`src/rtl/edge_pulse_bank.sv`:
```
// Multi-channel edge detector: optional input synchroniser, per-channel
// rise/fall/both selection, retriggerable PULSE_LEN-cycle one-shot and sticky status.

module edge_pulse_ch #(
    parameter int SYNC_STAGES = 2,
    parameter int PULSE_LEN   = 1
) (
    input  logic       clk,
    input  logic       reset,
    input  logic       data_i,
    input  logic [1:0] mode_i,
    input  logic       clr_i,
    output logic       shot_o,
    output logic       evt_o,
    output logic       ovr_o
);
    localparam int              CNT_W = $clog2(PULSE_LEN + 1);
    localparam logic [CNT_W-1:0] LOAD  = CNT_W'(PULSE_LEN);
    localparam logic [CNT_W-1:0] ONE   = CNT_W'(1);

    logic             sync;
    logic             prev;
    logic             rise;
    logic             fall;
    logic             hit;
    logic [CNT_W-1:0] cnt;
    logic [CNT_W-1:0] cnt_nxt;

    generate
        if (SYNC_STAGES == 0) begin : g_nosync
            assign sync = data_i;
        end else begin : g_sync
            logic [SYNC_STAGES-1:0] s;
            always_ff @(posedge clk or posedge reset) begin
                if (reset) begin
                    s <= '0;
                end else begin
                    s[0] <= data_i;
                    for (int i = 1; i < SYNC_STAGES; i++) s[i] <= s[i-1];
                end
            end
            assign sync = s[SYNC_STAGES-1];
        end
    endgenerate

    // mode is deliberately unregistered: it only gates new hits, never a running pulse
    assign rise = sync & ~prev;
    assign fall = ~sync & prev;
    assign hit  = (mode_i[0] & rise) | (mode_i[1] & fall);

    always_comb begin
        cnt_nxt = cnt;
        if (hit)              cnt_nxt = LOAD;
        else if (cnt != '0)   cnt_nxt = cnt - ONE;
    end

    always_ff @(posedge clk or posedge reset) begin
        if (reset) begin
            prev   <= 1'b0;
            cnt    <= '0;
            shot_o <= 1'b0;
        end else begin
            prev   <= sync;
            cnt    <= cnt_nxt;
            shot_o <= (cnt_nxt != '0);
        end
    end

    // a set in the same cycle as a clear wins
    always_ff @(posedge clk or posedge reset) begin
        if (reset) begin
            evt_o <= 1'b0;
            ovr_o <= 1'b0;
        end else begin
            evt_o <= hit | (evt_o & ~clr_i);
            ovr_o <= (hit & (cnt != '0)) | (ovr_o & ~clr_i);
        end
    end
endmodule

module edge_pulse_bank #(
    parameter int NUM_CH      = 4,
    parameter int SYNC_STAGES = 2,
    parameter int PULSE_LEN   = 1
) (
    input  logic                  clk,
    input  logic                  reset,
    input  logic [NUM_CH-1:0]     data_i,
    input  logic [2*NUM_CH-1:0]   mode_i,
    input  logic [NUM_CH-1:0]     clr_i,
    output logic [NUM_CH-1:0]     shot_o,
    output logic [NUM_CH-1:0]     evt_o,
    output logic [NUM_CH-1:0]     ovr_o
);
    // channel c takes data_i[c], mode_i[2c+1:2c], clr_i[c]
    edge_pulse_ch #(
        .SYNC_STAGES (SYNC_STAGES),
        .PULSE_LEN   (PULSE_LEN)
    ) u_ch [NUM_CH-1:0] (
        .clk    (clk),
        .reset  (reset),
        .data_i (data_i),
        .mode_i (mode_i),
        .clr_i  (clr_i),
        .shot_o (shot_o),
        .evt_o  (evt_o),
        .ovr_o  (ovr_o)
    );
endmodule

```
`config.mk`:
```
export PLATFORM = sky130hd
export DESIGN_NAME = edge_pulse_bank
export DESIGN_NICKNAME = d
export VERILOG_FILES = /design/src/rtl/edge_pulse_bank.sv
export SDC_FILE = /design/constraint.sdc
export NUM_CORES = 1
export LEC_CHECK = 0
export ABC_AREA = 1
export CELL_PAD_IN_SITES_DETAIL_PLACEMENT = 0
export CELL_PAD_IN_SITES_GLOBAL_PLACEMENT = 1
export CORE_MARGIN = 8
export CORE_UTILIZATION = 34
export DETAILED_ROUTE_END_ITERATION = 7
export PLACE_DENSITY_LB_ADDON = 0.1
export SLEW_MARGIN = 20
export SYNTH_ARGS = -nofsm -noshare
export SYNTH_HDL_FRONTEND = slang
export SYNTH_HIERARCHICAL = 1
export SYNTH_SLANG_ARGS = --single-unit
```
`constraint.sdc`:
```
create_clock -name clk -period 1.4 [get_ports clk]
set_clock_uncertainty 0.05 [all_clocks]
set_input_delay 0.21 -clock clk [delete_from_list [all_inputs] [get_ports clk]]
set_output_delay 0.21 -clock clk [all_outputs]
set_load 0.05 [all_outputs]
```
==> metrics.yaml <==
pwr:
  p_comb_share_pct: 25.3
  power_switching_mw: 0.396
  power.density_mw_per_mm2: 1060
  p_sw_share_pct: 27.9
  leakage_nw: 0.697
  pwr-share-clk_pct: 19.3
  p_seq_share_pct: 55.4
  irDropWorstVdd_mv: 0.668
  p_int_mw: 1.02
clock_tree:
  cts_sinks: 24
  cts_tree: "built"
  clk_latency_ns: 0.29
  cts_max_level: 1
  cts_root_buf: "clkbuf_4"
  cts_buffers: 3
  clockBufferDepth: 2
  clk_pin_slew_ns: 0.11
  cts_setup_buffers: 0
  ctsHoldBuffers: 0
  cts_resized: 0
worst_setup_path:
  cp.arrival_ns: 0.89
  crit_type: "flip-flop to primary output"
  end_kind: "primary output"
  max_stage_delay_ns: 0.43
  path_buf_inv: 1
  crit_chain: "buf_12"
  rr_startpoint: "u_ch[3]/g_sync.s[1]"
  worstPathRequired_ns: 1.14
  crit_path_top_delay_cell: "dfrtp_1"
  cp-startpoint: "u_ch[1]/cnt"
  path_delay_family: "flip-flops"
  critPathMaxFanout: 2
  crit_path_start_kind: "flip-flop"
yosys:
  syn_nets: 106
  netlist_area_um2: 861
  synth.area.top_cells: "dfrtp_1, nand2_1, nand3_1"
  yosys.area.top_type: "dfrtp_1"
  synthTopCellsByCount: "nand2_1, dfrtp_1, inv_1, nand3_1"
  yosysWarnings: 6
  synth-edff-count: 0
  netlist_instances: 88
  syn_area_per_cell_um2: 9.78
  ys_seq_elements: 24
  synthFlopType: "dfrtp_1"
  synthMostInstantiatedCell: "nand2_1"
  netlist.area_leader.share_pct: 69.8
  seq_area_frac_synth_pct: 69.8
  yosysUniqueCellTypes: 4
  async_flop_share_pct: 100
placement:
  place_congestion: 0.783
  port_buffers: 29
  post-place-ws_ns: 0.324
  dp_hpwl_um: 1390
timing:
  tns_ns: 0
  finalHoldViolations: 0
  drv_slew: 0
  setup_violations: 0
  tightest_slew_ns: 0.226
  rsz0062_at_grt: "no"
  setup_ws_ns: 0.252
  finalCritPeriodShare_pct: 82.0
  min_period_ns: 1.15
  fmax_mhz: 871
  relSlewSlack_pct: 84.9
drt:
  first_pass_iters: 4
  via_per_inst: 4.51
  wl_um: 1620
  wl_per_cell_um: 10.8
  antenna_left: 0
  drt_iter0_drc: 38
  num_vias: 677
  drcViolationCount: 0
grt:
  grt_pass1_wl_um: 2970
  grt_usage_pct: 8.64
  antenna_found_initial: 0
  grt_pass1_vias: 713
  grt_max_degree: 13
  overflow: 0
final_layout:
  seq_area_um2: 601
  final_layout_size_suffix_gt1_share_pct: 12.5
  fin_nets: 140
  antenna_cells: 0
  areaGrowthSynthToFinish_pct: 54.7
  fill_cells: 227
  multi_input_area_um2: 200
floorplan:
  dieArea_mm2: 0.00440
  start_util_pct: 35.4
  core_mm2: 0.00243
  ios: 30
  die_h_um: 66.3
  dieWidth_um: 66.3
  rows: 18
job:
  maxCapViolations: 0
outcome:
  outcome: "complete, no violations"
hold_path:
  hp-class: "input pin to async pin"
==> metal layers <==
layer,wire length (µm),vias to the layer above,global-route usage [%]
met5,0,-,0
met4,19,0,5.07
met3,137,2,3.05
met2,826,18,14.5
met1,641,326,9.14
li1,-,331,-
==> per-stage QoR <==
step / total power [mW] / instances / hold slack, ns / cell area (µm²) / utilization, %
6_report: 1.42 / 150 / 0.165 / 1330 / 54.7
5_1_grt: 1.50 / 150 / 0.175 / 1330 / 54.7
4_1_cts: 1.45 / 150 / 0.180 / 1330 / 54.7
3_5_place_dp: 1.16 / 147 / 0.285 / 1310 / 53.8
3_3_place_gp: 1.16 / 147 / 0.284 / 1310 / 53.8
2_1_floorplan: 0.946 / 88 / -0.0490 / 861 / -
==> area by class of cell <==
class,count,share of cell area [%]
flip-flops and latches,24,45.1
repair buffers,29,30.8
multi-input cells,48,15.0
inverters,16,4.51
well taps,30,2.82
clock buffers,3,1.69
==> cells by family after synthesis <==
family	synth area share (%)
buffers and inverters	6.98
DFF	69.8
and+or+nand+nor	23.3
==> path summary, 6_finish.rpt <==
check	end	slack [ns]	depth (start not counted)
worst max-delay path	shot_o[1]	0.25	1
worst min-delay path	u_ch[2]/ovr_o	0.17	2
worst max register to register	u_ch[3]/ovr_o	0.55	5
worst min register to register	u_ch[3]/g_sync.s[1]	0.30	0
max in group asynchronous	u_ch[1]/g_sync.s[1]	0.94	2
min in group clk	u_ch[2]/g_sync.s[0]	0.29	1
==> flip-flops by register name (all words and copies together) (netlist names) <==
register	flops
u_ch/cnt	4
u_ch/evt_o	4
u_ch/prev	4
u_ch/ovr_o	4
u_ch/g_sync.s	8
==> cells in the final DEF, fill, tap and decap left out <==
cell	netlist	final
buf_12	0	12
clkbuf_4	0	3
clkdlybuf4s50_1	0	17
dfrtp_1	24	24
inv_1	16	16
nand2_1	32	32
nand3_1	16	16
==> power groups by stage <==
stage	sequential, mW	combinational [mW]	clock, mW
floorplan	0.888	0.0576	0
global placement	0.798	0.361	0
detailed placement	0.799	0.364	0
CTS	0.786	0.364	0.298
global route	0.793	0.383	0.325
finish	0.785	0.358	0.274
No activity file was read; power rests on OpenSTA's default activity.
